File: src/rtl/uart_pkg.sv
// -----------------------------------------------------------------------------
// uart_pkg
// Shared definitions for the UART TX/RX framing logic: frame state encoding,
// data width, line-level constants, parity-mode constants and the parity
// helper function.
// -----------------------------------------------------------------------------
package uart_pkg;

  localparam int UART_DATA_W = 8;

  // Line levels
  localparam logic LINE_IDLE = 1'b1;
  localparam logic START_BIT = 1'b0;

  // Parity modes (value XORed into the data parity)
  localparam logic PAR_EVEN = 1'b0;
  localparam logic PAR_ODD  = 1'b1;

  typedef enum logic [2:0] {
    IDLE   = 3'd0,
    START  = 3'd1,
    DATA   = 3'd2,
    PARITY = 3'd3,
    STOP   = 3'd4
  } tx_state_e;

  // Parity bit to transmit for a byte: even mode gives the XOR of the data,
  // odd mode its complement.
  function automatic logic parity_bit(input logic [UART_DATA_W-1:0] data,
                                      input logic                   mode);
    return (^data) ^ mode;
  endfunction

endpackage

File: src/rtl/uart_baud_gen.sv
// -----------------------------------------------------------------------------
// uart_baud_gen
// Bit-period counter shared by the UART TX and RX paths. Counts
// 0..CLKS_PER_BIT-1 and flags the last cycle of each bit period.
//
// Ports:
//   clk      system clock (rising edge)
//   rst      asynchronous active-high reset
//   clr      synchronous clear; forces the count to 0 on the next edge
//   bit_end  high while the count equals CLKS_PER_BIT-1 (bit boundary)
// -----------------------------------------------------------------------------
module uart_baud_gen #(
  parameter int CLKS_PER_BIT = 16
) (
  input  logic clk,
  input  logic rst,
  input  logic clr,
  output logic bit_end
);

  localparam int              CNT_W    = (CLKS_PER_BIT > 2) ? $clog2(CLKS_PER_BIT) : 1;
  localparam logic [CNT_W-1:0] CNT_LAST = CNT_W'(CLKS_PER_BIT - 1);

  logic [CNT_W-1:0] cnt_r;

  // Bit-period counter; restarts at 0 on clear or after the last cycle
  always_ff @(posedge clk or posedge rst) begin
    if (rst) begin
      cnt_r <= '0;
    end else if (clr) begin
      cnt_r <= '0;
    end else if (cnt_r == CNT_LAST) begin
      cnt_r <= '0;
    end else begin
      cnt_r <= cnt_r + CNT_W'(1'b1);
    end
  end

  assign bit_end = (cnt_r == CNT_LAST);

endmodule

File: src/rtl/uart_tx_ctrl.sv
// -----------------------------------------------------------------------------
// uart_tx_ctrl
// UART transmit framing controller sitting in front of an 8-bit PISO shift
// register. Captures a byte on tx_start, loads it into the PISO, then shifts
// it out LSB first between a start bit, an optional parity bit and one or two
// stop bits.
//
// Ports:
//   clk        system clock (rising edge)
//   rst        asynchronous active-high reset
//   tx_start   send request, sampled only while idle
//   tx_data    byte to send
//   tx_busy    high while a frame is in progress
//   tx_done    one-cycle pulse in the idle cycle that ends a frame
//   tx_datain  registered byte presented to the PISO
//   load_data  one-cycle PISO load strobe
//   shift      one-cycle PISO shift-right strobe
//   databit    PISO LSB (current data bit)
//   txd        serial output, idles high
// -----------------------------------------------------------------------------
module uart_tx_ctrl
  import uart_pkg::*;
#(
  parameter int CLKS_PER_BIT = 16,
  parameter int PARITY_EN    = 1,
  parameter int PARITY_ODD   = 0,
  parameter int STOP_BITS    = 1
) (
  input  logic                   clk,
  input  logic                   rst,
  input  logic                   tx_start,
  input  logic [UART_DATA_W-1:0] tx_data,
  output logic                   tx_busy,
  output logic                   tx_done,
  output logic [UART_DATA_W-1:0] tx_datain,
  output logic                   load_data,
  output logic                   shift,
  input  logic                   databit,
  output logic                   txd
);

  localparam logic       PAR_ON    = (PARITY_EN != 0);
  localparam logic       PAR_MODE  = (PARITY_ODD != 0) ? PAR_ODD : PAR_EVEN;
  localparam logic       STOP_LAST = (STOP_BITS == 2) ? 1'b1 : 1'b0;
  localparam logic [2:0] LAST_BIT  = 3'(UART_DATA_W - 1);

  tx_state_e state_r;
  tx_state_e state_s;

  logic [2:0]             bit_cnt_r;
  logic [2:0]             bit_cnt_s;
  logic                   stop_cnt_r;
  logic                   stop_cnt_s;
  logic                   par_r;
  logic                   par_s;
  logic                   txd_s;
  logic                   tx_busy_s;
  logic                   tx_done_s;
  logic                   load_data_s;
  logic                   shift_s;
  logic [UART_DATA_W-1:0] tx_datain_s;
  logic                   bit_end_s;
  logic                   baud_clr_s;

  // The baud counter is held at 0 while idle and restarted on every state
  // change so each state begins a fresh bit period.
  assign baud_clr_s = (state_r == IDLE) || (state_s != state_r);

  uart_baud_gen #(
    .CLKS_PER_BIT(CLKS_PER_BIT)
  ) u_baud (
    .clk    (clk),
    .rst    (rst),
    .clr    (baud_clr_s),
    .bit_end(bit_end_s)
  );

  // Frame state register
  always_ff @(posedge clk or posedge rst) begin
    if (rst) begin
      state_r <= IDLE;
    end else begin
      state_r <= state_s;
    end
  end

  // Next-state decode
  always_comb begin
    state_s = state_r;
    case (state_r)
      IDLE: begin
        if (tx_start) state_s = START;
        else          state_s = IDLE;
      end
      START: begin
        if (bit_end_s) state_s = DATA;
        else           state_s = START;
      end
      DATA: begin
        if (bit_end_s && (bit_cnt_r == LAST_BIT)) begin
          if (PAR_ON) state_s = PARITY;
          else        state_s = STOP;
        end else begin
          state_s = DATA;
        end
      end
      PARITY: begin
        if (bit_end_s) state_s = STOP;
        else           state_s = PARITY;
      end
      STOP: begin
        if (bit_end_s && (stop_cnt_r == STOP_LAST)) state_s = IDLE;
        else                                        state_s = STOP;
      end
      default: state_s = IDLE;
    endcase
  end

  // Next values for the registered outputs and datapath counters. txd is
  // updated one edge ahead so it changes exactly on the bit boundary.
  always_comb begin
    txd_s       = txd;
    tx_busy_s   = tx_busy;
    tx_done_s   = 1'b0;
    load_data_s = 1'b0;
    shift_s     = 1'b0;
    tx_datain_s = tx_datain;
    par_s       = par_r;
    bit_cnt_s   = bit_cnt_r;
    stop_cnt_s  = stop_cnt_r;
    case (state_r)
      IDLE: begin
        if (tx_start) begin
          txd_s       = START_BIT;
          tx_busy_s   = 1'b1;
          load_data_s = 1'b1;
          tx_datain_s = tx_data;
          par_s       = parity_bit(tx_data, PAR_MODE);
          bit_cnt_s   = 3'd0;
          stop_cnt_s  = 1'b0;
        end else begin
          txd_s     = LINE_IDLE;
          tx_busy_s = 1'b0;
        end
      end
      START: begin
        tx_busy_s = 1'b1;
        if (bit_end_s) begin
          // PISO was loaded during the start bit, so databit is bit 0 here.
          txd_s     = databit;
          shift_s   = 1'b1;
          bit_cnt_s = 3'd0;
        end else begin
          txd_s = START_BIT;
        end
      end
      DATA: begin
        tx_busy_s = 1'b1;
        if (bit_end_s) begin
          if (bit_cnt_r == LAST_BIT) begin
            txd_s      = PAR_ON ? par_r : LINE_IDLE;
            bit_cnt_s  = 3'd0;
            stop_cnt_s = 1'b0;
          end else begin
            // Shift at the start of each bit so the next bit is ready well
            // before the following boundary.
            txd_s     = databit;
            shift_s   = 1'b1;
            bit_cnt_s = bit_cnt_r + 3'd1;
          end
        end else begin
          txd_s = txd;
        end
      end
      PARITY: begin
        tx_busy_s = 1'b1;
        if (bit_end_s) begin
          txd_s      = LINE_IDLE;
          stop_cnt_s = 1'b0;
        end else begin
          txd_s = par_r;
        end
      end
      STOP: begin
        txd_s = LINE_IDLE;
        if (bit_end_s) begin
          if (stop_cnt_r == STOP_LAST) begin
            tx_busy_s  = 1'b0;
            tx_done_s  = 1'b1;
            stop_cnt_s = 1'b0;
          end else begin
            tx_busy_s  = 1'b1;
            stop_cnt_s = stop_cnt_r + 1'b1;
          end
        end else begin
          tx_busy_s = 1'b1;
        end
      end
      default: begin
        txd_s     = LINE_IDLE;
        tx_busy_s = 1'b0;
      end
    endcase
  end

  // Output and datapath registers; reset drives the line high at once
  always_ff @(posedge clk or posedge rst) begin
    if (rst) begin
      txd        <= LINE_IDLE;
      tx_busy    <= 1'b0;
      tx_done    <= 1'b0;
      load_data  <= 1'b0;
      shift      <= 1'b0;
      tx_datain  <= '0;
      par_r      <= 1'b0;
      bit_cnt_r  <= 3'd0;
      stop_cnt_r <= 1'b0;
    end else begin
      txd        <= txd_s;
      tx_busy    <= tx_busy_s;
      tx_done    <= tx_done_s;
      load_data  <= load_data_s;
      shift      <= shift_s;
      tx_datain  <= tx_datain_s;
      par_r      <= par_s;
      bit_cnt_r  <= bit_cnt_s;
      stop_cnt_r <= stop_cnt_s;
    end
  end

endmodule

File: config.mk
export PLATFORM = sky130hd
export DESIGN_NAME = uart_tx_ctrl
export DESIGN_NICKNAME = d
export VERILOG_FILES = /design/src/rtl/uart_pkg.sv /design/src/rtl/uart_baud_gen.sv /design/src/rtl/uart_tx_ctrl.sv
export SDC_FILE = /design/constraint.sdc
export NUM_CORES = 1
export LEC_CHECK = 0
export ABC_AREA = 1
export BUFFER_PORTS_ARGS = -buffer_cell sky130_fd_sc_hd__buf_4
export CAP_MARGIN = 20
export CORE_MARGIN = 4
export CORE_UTILIZATION = 57
export DETAILED_ROUTE_END_ITERATION = 10
export GPL_ROUTABILITY_DRIVEN = 0
export PLACE_DENSITY = 0.85
export SETUP_SLACK_MARGIN = 0.15
export SLEW_MARGIN = 30
export SYNTH_ARGS = -nofsm -noshare
export SYNTH_HDL_FRONTEND = slang
export SYNTH_SLANG_ARGS = --single-unit
File: constraint.sdc
create_clock -name clk -period 4.2 [get_ports clk]
set_clock_uncertainty 0.05 [all_clocks]
set_input_delay 0.84 -clock clk [delete_from_list [all_inputs] [get_ports clk]]
set_output_delay 0.84 -clock clk [all_outputs]
set_load 0.01 [all_outputs]
== Yosys cells after proc, flatten, opt, wreduce, memory -nomap -nowiden ==
Index checks and enable logic that the tools add are counted.

* Reductions and logical operators: 11
* Equal/unequal tests: 13
* Multiplexer cells: 38
* Bitwise operators: 1
* $add $sub $neg: 3

{| class="wikitable"
|+ Operators with widths
! kind !! count
|-
| 1-bit 2-to-1 mux || 23
|-
| 3-bit 2-to-1 mux || 6
|-
| 3-bit case mux with 5 select lines || 1
|-
| 2-bit inequality test (second input constant) || 6
|-
| 3-bit case mux with 3 select lines || 1
|-
| 4-bit 2-to-1 mux || 2
|-
| 1-bit case mux with 4 select lines || 2
|-
| 8-bit XOR reduction || 1
|-
| 3-bit by 2-bit == test with 1-bit output (second input constant) || 2
|-
| 3-bit == test (second input constant) || 2
|-
| 6-bit AND reduction || 1
|-
| 4-bit by 1-bit adder with 4-bit output (second input constant) || 1
|-
| 4-bit == test (second input constant) || 1
|-
| 4-bit AND reduction || 1
|-
| 4-bit nonzero test || 1
|-
| 3-bit by 1-bit adder with 3-bit output (second input constant) || 1
|-
| 3-bit by 1-bit == test with 1-bit output (second input constant) || 1
|-
| 3-bit logical NOT || 1
|-
| 3-bit inequality test || 1
|-
| 1-bit case mux with 3 select lines || 1
|-
| 3-bit nonzero test || 1
|-
| 3-bit OR reduction || 1
|-
| 1-bit logical AND || 2
|-
| 2-bit 2-to-1 mux || 1
|-
| 5 further kinds || 5
|}

* Register bits: 25
* Input port bits: 12
* Word-level logic and storage cells: 77
* Output and inout port bits: 13

== Depth between registers and ports, before layout ==
Gate-level depths: netlist (run 1).

* Depth after elaboration: 7
* Gate-level depth with buffers: 10
* Mapped depth without buffers: 10

== Hierarchy ==
From an unflattened synthesis (run 1), not the netlist that was laid out.

* Cells, all modules: 166
* Area total of the unflattened synthesis: 1350.0 sq um

{| class="wikitable"
|+ By module, submodules not included
! module !! times used !! area each (sq um) !! seq. area each (sq um) !! cells an instance
|-
| uart_tx_ctrl || 1 || 1157.4 || 501.7 || 143
|-
| uart_baud_gen || 1 || 192.7 || 100.1 || 23
|}

== Worst setup path before layout (run 1) ==
No wires, ideal clock.

* Path kind: input -> register
* Start: input tx_data[2]
* End: register par_r
* Setup time: 0.117 ns
* Arrival: 1.276 ns
* Data required time: 4.033 ns
* Path buffers: 0
* Setup slack: 2.757 ns
* Stages: 9
* Path through: inv_1 nand2_1 nand2_1 inv_1 nand2_1 nand2_1 nand2_1 nand3_1 nand2_1

* Word-level cells in the longest chain between the ends: 1

{| class="wikitable"
|+ RTL lines
! element !! RTL line !! source
|-
| start, declared || uart_tx_ctrl.sv:32 || <nowiki>input logic [UART_DATA_W-1:0] tx_data,</nowiki>
|-
| 8-bit XOR reduction || uart_pkg.sv:31 || <nowiki>return (^data) ^ mode;</nowiki>
|-
| end signal, assigned || uart_tx_ctrl.sv:225 || <nowiki>par_r <= par_s;</nowiki>
|-
| end, declared || uart_tx_ctrl.sv:54 || <nowiki>logic par_r;</nowiki>
|}

No other way between the ends.
A chain may end at the register's enable or synchronous reset.

== Worst setup path after layout (run 1) ==
* Start: register txd
* End: output txd

{| class="wikitable"
|+ RTL lines
! element !! RTL line !! source
|-
| start, declared || uart_tx_ctrl.sv:39 || <nowiki>output logic txd</nowiki>
|-
| start signal, assigned || uart_tx_ctrl.sv:219 || <nowiki>txd <= txd_s;</nowiki>
|}

No word-level cell between the ends.

==> summary.md, run 1 <==
| Metric | Value |
|---|---|
| Min cycle time layout | 1850 ps |
| Cell Rows | 16 |
| Number of vias per cell | 5.10 |
| Register area share after synthesis | 0.476 |
| Initial core utilization | 0.619 |
| Routed WL | 2230 um |
| Post-Syn Nets | 171 |
| TNS Setup | 0 ps |
| Clk buf depth | 2 |
| Cell area after layout | 1500 um2 |
| Layout area overhead | 18.2% |
| VDD IR-drop max | 160 uV |
| DRC violations left | 0 |
| Total Nets Final | 198 |
| Routed vias | 1066 |
| Pwr Density | 244 nW/um2 |
| Critical path capture point type | primary output |
| Tightest Hold Check Type | reg2reg |
| Critical path required time | 3310 ps |
| CP Cell Sequence | buf_4 |
| Synth Register Bits | 24 |
| Full die area | 3040 um2 |
| FMAX | 0.542 GHz |
| GR Util met3 | 0.0268 |
| Setup bufs post-CTS | 0 |
| Tcrit/Tclk final | 0.440 |
| Final number of setup-violating endpoints | 0 |
| # clock sinks | 24 |
| Met2 Usage GRT | 0.293 |
| IO Pins | 25 |
| Netlist Area Pre-Place | 1260 um2 |
| Synth cell types | 24 |
| MaxCap Viol Count | 0 |
| Detailed placer's ending HPWL | 1800 um |
| Antenna violations before repair | 0 |
| First-pass GRT wire length | 3790 um |
| Iter 0 DRT Violations | 6 |
| Die Y | 55.1 um |
| Fill count | 172 |
| CTS H-tree depth | 1 |
| Top Family by Delay on Critical Path | flip-flops |
| Die Span X | 55.1 um |
| Final hold vios | 0 |
| CTS tree | yes |
| Commonest non-fill, non-tap cell in the layout | nand2_1 |
| Util after Layout | 0.732 |
| First-pass iteration count of the detailed router | 4 |
| Most frequent cells in the layout | nand2_1, buf_4, dfrtp_1 |
| Diode count | 0 |
| Worst skew pair latency | 310 ps |
| Met1 GRT Util | 0.207 |
| Yosys warns | 0 |
| Inserted Clock Buffers | 3 |
| Least-Margin Pin Slew | 804 ps |
| Clk root buf | clkbuf_4 |
| Cell leakage power | 0.826 nW |
| ANT nets after route | 0 |
| Global route total overflow | 0 |
| Hold_buf cts | 0 |
| CTS resizes | 0 |
| CP Launch Type | register |
| Crit-path max cell delay | 550 ps |
| Vias in the first global route | 964 |
| Post-Synthesis Cells | 156 |
| Buf+Inv Stages, Crit Path | 1 |
| Routed WL per cell | 10.7 um |
| Gr usage total | 0.175 |
| RSZ-0062 raised after global routing | false |
| Core Region | 2040 um2 |
| Crit-path slowest cell | dfstp_2 |
| Slew headroom | 0.460 |
| Clock transition at the registers of the reported paths | 130 ps |
| IO buf count | 24 |
| Post-placement cell area | 1470 um2 |
| CP max FO | 2 |
| Max-slew violations | 0 |
| Mapped Avg Cell Area | 8.11 um2 |
| Largest net degree at the start of global routing | 25 |
| Status | completed |
| Critical path class | reg2out |
| GRT Max-Usage Layer | met2 |
| Layout cells sized above 1 | 0.242 |
| WP data arrival | 960 ps |
-- logic make-up after synthesis --
| family | count (synthesis) | synth area share |
|---|---|---|
| and+or+nand+nor | 88 | 0.324 |
| DFF | 24 | 0.476 |
| buffers and inverters | 21 | 0.0653 |
| AOI/OAI and AO/OA | 14 | 0.0633 |
| xor gates and xnor gates | 6 | 0.0416 |
| adders and majority gates | 3 | 0.0297 |
-- Yosys cell counts --
cell      number  area share
xnor2_1        3       0.021
xor2_1         3       0.021
clkinv_2       1      0.0040
o21ai_0        7       0.028
dfrtp_1       23        0.45
inv_1         16       0.047
nand2_2        5       0.025
ha_1           3       0.030
nand2_1       57        0.17
inv_2          2      0.0059
o211ai_1       1      0.0059
nand3_4        2       0.028
a22oi_2        1      0.0099
nand3_2        2       0.016
or2_0          1      0.0049
dfstp_2        1       0.021
o21ai_1        3       0.012
a21oi_1        2      0.0079
or2_2          2      0.0099
nor2_1         9       0.027
nor2_4         1      0.0089
nand3_1        8       0.032
or2_1          1      0.0049
buf_2          2      0.0079
-- sequential cells by signal, indices dropped and copies added, names as in the netlist --
signal	count
load_data	1
bit_cnt_r	3
par_r	1
state_r	3
shift	1
tx_done	1
u_baud.cnt_r	4
tx_datain	8
txd	1
tx_busy	1
-- routing by layer --
metal / vias up / wire length [um]
met5: - / 0
met4: 0 / 89
met1: 489 / 943
met3: 12 / 111
met2: 31 / 1080
li1: 534 / -
-- metrics by stage --
step,std cells,total power [mW],hold WS [ps],worst slack [ps]
floorplan,156,0.254,399,2760
global placement,205,0.268,416,2520
detailed placement,205,0.269,417,2510
CTS,209,0.368,456,2340
global route,209,0.384,481,2310
finish,209,0.365,452,2350
-- final timing paths --
path | start | to | slack (ps) | cells past startpoint
min | tx_datain[0]$_DFFE_PP0N_ | tx_datain[0]$_DFFE_PP0N_ | 450 | 2
max | txd$_DFFE_PP1N_ | txd | 2350 | 1
min in group asynchronous | rst | u_baud.cnt_r[1]$_DFF_PP0_ | 520 | 2
max reg2reg | u_baud.cnt_r[0]$_DFF_PP0_ | bit_cnt_r[1]$_DFFE_PP0P_ | 2650 | 8
max in group asynchronous | rst | txd$_DFFE_PP1N_ | 3190 | 2
min reg2reg | tx_datain[0]$_DFFE_PP0N_ | tx_datain[0]$_DFFE_PP0N_ | 450 | 2
-- final cells by class --
class | count | area, um2 | area share
multi-input combinational | 111 | 581 | 0.388
inverter | 19 | 72.6 | 0.0485
sequential | 24 | 602 | 0.403
tap | 27 | 33.8 | 0.0226
clock buffer | 4 | 26.3 | 0.0176
timing repair buffer | 24 | 180 | 0.121
-- report_power, final --
group	internal (mW)	leakage (nW)	switching, mW
logic	0.0139	0.499	0.0175
registers	0.232	0.312	0.000223
clock network	0.0370	0.0150	0.0647
(Power assumes the default switching activity.)
==> run 2: changes to the inputs <==
--- a/config.mk
+++ b/config.mk
@@ -9,10 +9,10 @@
 export BUFFER_PORTS_ARGS = -buffer_cell sky130_fd_sc_hd__buf_4
 export CAP_MARGIN = 20
 export CORE_MARGIN = 4
-export CORE_UTILIZATION = 57
+export CORE_UTILIZATION = 53
 export DETAILED_ROUTE_END_ITERATION = 10
 export GPL_ROUTABILITY_DRIVEN = 0
-export PLACE_DENSITY = 0.85
+export PLACE_DENSITY = 0.8
 export SETUP_SLACK_MARGIN = 0.15
 export SLEW_MARGIN = 30
 export SYNTH_ARGS = -nofsm -noshare
==> constraint.sdc (replaced) <==
create_clock -name clk -period 1.85 [get_ports clk]
set_clock_uncertainty 0.05 [all_clocks]
set_input_delay 0.37 -clock clk [delete_from_list [all_inputs] [get_ports clk]]
set_output_delay 0.37 -clock clk [all_outputs]
set_load 0.01 [all_outputs]
==> run 2 against run 1 <==
  * First-iteration DRC count rose to 3.5 times the previous value
  * Cell count is 0.96% higher
  * Core utilization shrank 5.4 points
  * Worst hold slack got worse by 420 ps
  * Setup slack got worse by 2100 ps
  * Count of clock-buffer cells in the layout is the same
  * Critical path depth up 5
  * Largest power group unchanged
  * Critical endpoint is now bit_cnt_r[0]$_DFFE_PP0P_
==> summary.md, run 2 (same netlist as run 1, synthesis figures left out) <==
| Metric | Value |
|---|---|
| First-pass GRT wire length | 4400 um |
| CTS H-tree depth | 1 |
| IO buf count | 24 |
| Pwr Density | 576 nW/um2 |
| Antenna violations before repair | 0 |
| ANT nets after route | 0 |
| Smallest hold slack | 34.4 ps |
| Least-Margin Pin Slew | 352 ps |
| Top Family by Delay on Critical Path | flip-flops |
| Layout cells sized above 1 | 0.251 |
| Critical path class | reg2reg |
| Biggest regs | tx_datain (8), u_baud.cnt_r (4) |
| Commonest non-fill, non-tap cell in the layout | nand2_1 |
| MaxCap Viol Count | 0 |
| Final number of setup-violating endpoints | 0 |
| CP max FO | 3 |
| # clock sinks | 24 |
| Tightest Hold Check Type | in2async |
| Clock transition at the registers of the reported paths | 130 ps |
| Diode count | 0 |
| Buf+Inv Stages, Crit Path | 1 |
| Crit-path slowest cell | dfrtp_1 |
| Largest register by flop count | tx_datain |
| Fill count | 180 |
| Inserted Clock Buffers | 3 |
| Vias in the first global route | 1070 |
| CTS resizes | 0 |
| Die Y | 56.9 um |
| Full die area | 3230 um2 |
| Die Span X | 56.9 um |
| Hold_buf cts | 0 |
| CP Cell Sequence | ha_1, ha_1, inv_1, nand3_1, or2_1, o21ai_1 |
| First-pass iteration count of the detailed router | 4 |
| CTS tree | yes |
| CP Launch Type | register |
| Setup bufs post-CTS | 0 |
| Tcrit/Tclk final | 0.838 |
| DRC violations left | 0 |
| Critical path required time | 2040 ps |
| Worst skew pair latency | 310 ps |
| Routed vias | 1069 |
| Initial core utilization | 0.566 |
| Max FFs per register | 8 |
| Max-slew violations | 0 |
| Critical path capture point type | register |
| Clk buf depth | 2 |
| Number of vias per cell | 5.07 |
| Slew headroom | 0.763 |
| Total Nets Final | 199 |
| WP data arrival | 1740 ps |
| Gr usage total | 0.171 |
| Most frequent cells in the layout | nand2_1, buf_4, dfrtp_1 |
| Clk root buf | clkbuf_4 |
| Setup ws final | 299 ps |
| Layout area overhead | 19.7% |
| Routed WL per cell | 11.4 um |
| Cell leakage power | 0.841 nW |
| IO Pins | 25 |
| Cell mode on critical path | ha_1 |
| RSZ-0062 raised after global routing | false |
| Status | completed |
| Global route total overflow | 0 |
| Post-Place Setup Slack | 357 ps |
| FMAX | 0.645 GHz |
| Crit-path max cell delay | 420 ps |
| Iter 0 DRT Violations | 21 |
| VDD IR-drop max | 422 uV |
| Util after Layout | 0.678 |
| Sequential cell area | 602 um2 |
| Core Region | 2230 um2 |
| Area of the multi-input gates | 581 um2 |
| Cell Rows | 17 |
| Detailed placer's ending HPWL | 1900 um |
| Final hold vios | 0 |
| Routed WL | 2400 um |
| Min cycle time layout | 1550 ps |
| TNS Setup | 0 ps |
| Power, Total | 0.872 mW |
| Largest net degree at the start of global routing | 25 |
run 2: cell types whose count changed in the layout (fill, tap and decap cells not counted), sizes merged:
cell / before / now
clkinv: 2 / 1
inv: 17 / 18
buf: 24 / 25
run 2: where the power goes:
group	internal [mW]	switching (mW)	leakage, nW
registers	0.526	0.000498	0.312
logic	0.0331	0.0413	0.508
clock network	0.120	0.150	0.0210
run 2: stage by stage:
stage	std cells	instance area (um2)
after global routing	211	1510
after detailed placement	207	1480
after global placement	207	1480
after floorplan	156	1260
after CTS	211	1510
final	211	1510
run 2: worst paths after layout:
kind,startpoint,cells after the start,slack (ps),to
min in group clk,tx_data[7],3,230,tx_datain[7]$_DFFE_PP0N_
hold / removal,rst,3,30,tx_datain[2]$_DFFE_PP0N_
hold reg to reg,tx_datain[4]$_DFFE_PP0N_,2,450,tx_datain[4]$_DFFE_PP0N_
setup / recovery,bit_cnt_r[0]$_DFFE_PP0P_,6,300,bit_cnt_r[0]$_DFFE_PP0P_
max in group asynchronous,rst,3,1430,txd$_DFFE_PP1N_
setup reg to reg,bit_cnt_r[0]$_DFFE_PP0P_,6,300,bit_cnt_r[0]$_DFFE_PP0P_
run 2: worst min-delay path: cells and delay by family:
kind	cells	cell delay, ps
buffers and inverters	3	440
run 2: area by class of cell:
cell class / count / area share
flip-flops and latches: 24 / 0.398
multi-input cells: 111 / 0.383
repair buffers: 25 / 0.124
inverters: 19 / 0.0479
clock buffers: 4 / 0.0240
well taps: 28 / 0.0231
run 2: layer usage:
layer  global-route usage  up-vias  share of wire
li1                     -      537              -
met1                0.213      499           0.44
met2                0.289       29           0.49
met3               0.0276        4          0.054
met4               0.0795        0          0.017
met5                    0        -              0
==> run 3: changes to the inputs <==
--- a/config.mk
+++ b/config.mk
@@ -9,10 +9,10 @@
 export BUFFER_PORTS_ARGS = -buffer_cell sky130_fd_sc_hd__buf_4
 export CAP_MARGIN = 20
 export CORE_MARGIN = 4
-export CORE_UTILIZATION = 53
+export CORE_UTILIZATION = 48
 export DETAILED_ROUTE_END_ITERATION = 10
 export GPL_ROUTABILITY_DRIVEN = 0
-export PLACE_DENSITY = 0.8
+export PLACE_DENSITY = 0.77
 export SETUP_SLACK_MARGIN = 0.15
 export SLEW_MARGIN = 30
 export SYNTH_ARGS = -nofsm -noshare
==> constraint.sdc (replaced) <==
create_clock -name clk -period 1.3 [get_ports clk]
set_clock_uncertainty 0.05 [all_clocks]
set_input_delay 0.26 -clock clk [delete_from_list [all_inputs] [get_ports clk]]
set_output_delay 0.26 -clock clk [all_outputs]
set_load 0.01 [all_outputs]
==> run 3 against run 2 <==
  * The flow now finishes with violations (setup timing)
  * Setup slack lost 370 ps
  * Flip-flop and latch count did not move
  * Critical path depth rose by 2
  * Sequential share of layout area is 8.0 points lower
  * Sequential power grew 42%
  * Wire length up 23%
  * Global-route usage up 1.6 points
  * Total power increased by 46%
  * Non-clock buffer count up 24
  * Worst hold slack improved by 86 ps
==> summary.md, run 3 (same netlist as run 1, synthesis figures left out) <==
| Metric | Value |
|---|---|
| CTS H-tree depth | 1 |
| Layout cells sized above 1 | 0.493 |
| RSZ-0062 raised after global routing | true |
| First-pass GRT wire length | 5040 um |
| Pint | 0.973 mW |
| Final number of setup-violating endpoints | 14 |
| FMAX | 0.731 GHz |
| Full die area | 3520 um2 |
| Number of cells after detailed placement | 216 |
| Cell area after layout | 1910 um2 |
| Critical path capture point type | register |
| Critical path class | reg2reg |
| MaxCap Viol Count | 0 |
| Number of vias per cell | 4.97 |
| Post-placement cell area | 1590 um2 |
| Pwr Density | 666 nW/um2 |
| Routed WL | 2950 um |
| Detailed placer's ending HPWL | 2060 um |
| Setup ws final | -68.3 ps |
| Largest net degree at the start of global routing | 14 |
| VDD IR-drop max | 728 uV |
| Global route total overflow | 0 |
| Violated checks | setup timing |
| Cell Rows | 18 |
| Sequential cell area | 606 um2 |
| Met2 Usage GRT | 0.329 |
| Combinational share of power | 0.094 |
| WP data arrival | 1540 ps |
| Clock transition at the registers of the reported paths | 120 ps |
| Cell leakage power | 1.00 nW |
| Layout area overhead | 50.8% |
| Status | finished with violations |
| GRT Max-Usage Layer | met2 |
| Sw Share | 0.235 |
| Iter 0 DRT Violations | 21 |
| Clk buf depth | 2 |
| IO Pins | 25 |
| Commonest non-fill, non-tap cell in the layout | nand2_1 |
| Worst skew pair latency | 320 ps |
| ANT nets after route | 0 |
| Total Nets Final | 223 |
| Tightest Hold Check Type | in2reg |
| Final hold vios | 0 |
| Vias in the first global route | 1215 |
| Inserted Clock Buffers | 3 |
| DRC violations left | 0 |
| Critical path required time | 1470 ps |
| Met1 GRT Util | 0.227 |
| Gr usage total | 0.187 |
| Reg power frac | 0.590 |
| Largest register by flop count | tx_datain |
| Area of the multi-input gates | 707 um2 |
| Psw | 0.299 mW |
| Max-slew violations | 0 |
| CP max FO | 6 |
| Most frequent cells in the layout | nand2_1, buf_4, dfrtp_1 |
| Post-Layout Cell Count | 237 |
| GR Util met3 | 0.0305 |
| Diode count | 0 |
| Biggest regs | tx_datain (8), u_baud.cnt_r (4) |
| Tcrit/Tclk final | 1.05 |
| First-pass iteration count of the detailed router | 4 |
| Clk root buf | clkbuf_4 |
| Routed vias | 1179 |
| Die Y | 59.3 um |
| Routed WL per cell | 12.4 um |
| Initial core utilization | 0.506 |
| Least-Margin Pin Slew | 336 ps |
| Fill count | 174 |
| Antenna violations before repair | 0 |
| Core Region | 2500 um2 |
| CP Launch Type | register |
| Min cycle time layout | 1370 ps |
| # clock sinks | 24 |
| CTS tree | yes |
| Max FFs per register | 8 |
| Slew headroom | 0.774 |
| Die Span X | 59.3 um |
| Clock share of power | 0.315 |
| IO buf count | 24 |
==> run 3: changes by cell type in the layout (fill, tap and decap cells not counted), sizes merged <==
cell	before	now
buf	25	48
dlygate4sd3	0	1
==> run 3: power by group through the flow <==
stage	Combinational, mW	Sequential, mW	Clock (mW)
after floorplan	0.0570	0.765	0
after global placement	0.106	0.764	0
after detailed placement	0.113	0.764	0
after CTS	0.119	0.751	0.415
after global routing	0.139	0.751	0.452
final	0.120	0.750	0.401
==> run 3: area by class of cell <==
cell class | instances | area share
Sequential cell | 24 | 0.317
Clock buffer | 4 | 0.0190
Tap cell | 30 | 0.0197
Timing Repair Buffer | 49 | 0.230
Multi-Input combinational cell | 111 | 0.370
Inverter | 19 | 0.0439
==> run 3: worst paths after layout <==
path / startpoint / endpoint / slack [ps] / depth (start not counted)
worst max-delay path: state_r[2]$_DFF_PP0_ / u_baud.cnt_r[2]$_DFF_PP0_ / -70 / 8
worst min-delay path: tx_data[6] / tx_datain[6]$_DFFE_PP0N_ / 120 / 3
worst max register to register: state_r[2]$_DFF_PP0_ / u_baud.cnt_r[2]$_DFF_PP0_ / -70 / 8
worst min register to register: bit_cnt_r[1]$_DFFE_PP0P_ / bit_cnt_r[1]$_DFFE_PP0P_ / 480 / 2
max in group asynchronous: rst / txd$_DFFE_PP1N_ / 360 / 4
min in group asynchronous: rst / load_data$_DFF_PP0_ / 350 / 3
==> run 3: repair_timing <==
item / in CTS / in global routing
hold buffers: 1 / 0
setup endpoints to repair: 33 / 37
buffers inserted: 8 / 8
pin swaps: 11 / 10
hold endpoints to repair: 5 / 0
gates resized for setup: 31 / 23
==> run 3: through the flow <==
step	hold WS (ps)	utilization	total power [mW]	TNS, ps	worst slack, ps
final	120	0.763	1.27	-527	-68.3
after global routing	104	0.763	1.34	-2120	-175
after CTS	105	0.716	1.28	-318	-59.8
after detailed placement	158	0.635	0.877	-171	-64.3
after global placement	150	0.635	0.870	-4.21	-4.21
after floorplan	224	-	0.822	0	39.9
==> run 3: layer usage <==
| layer | share of wire | vias up |
|---|---|---|
| li1 | - | 588 |
| met1 | 0.41 | 555 |
| met2 | 0.53 | 30 |
| met3 | 0.048 | 6 |
| met4 | 0.016 | 0 |
| met5 | 0 | - |
==> run 3: critical path, cell delays in order, from the launching register on <==
cell and delay, ps:
dfrtp_2 470, nor2_4 240, nand2_2 120, inv_2 80, nand3_2 70, nand2_2 80
nand2_2 60, nand2_4 70, nor2_1 40
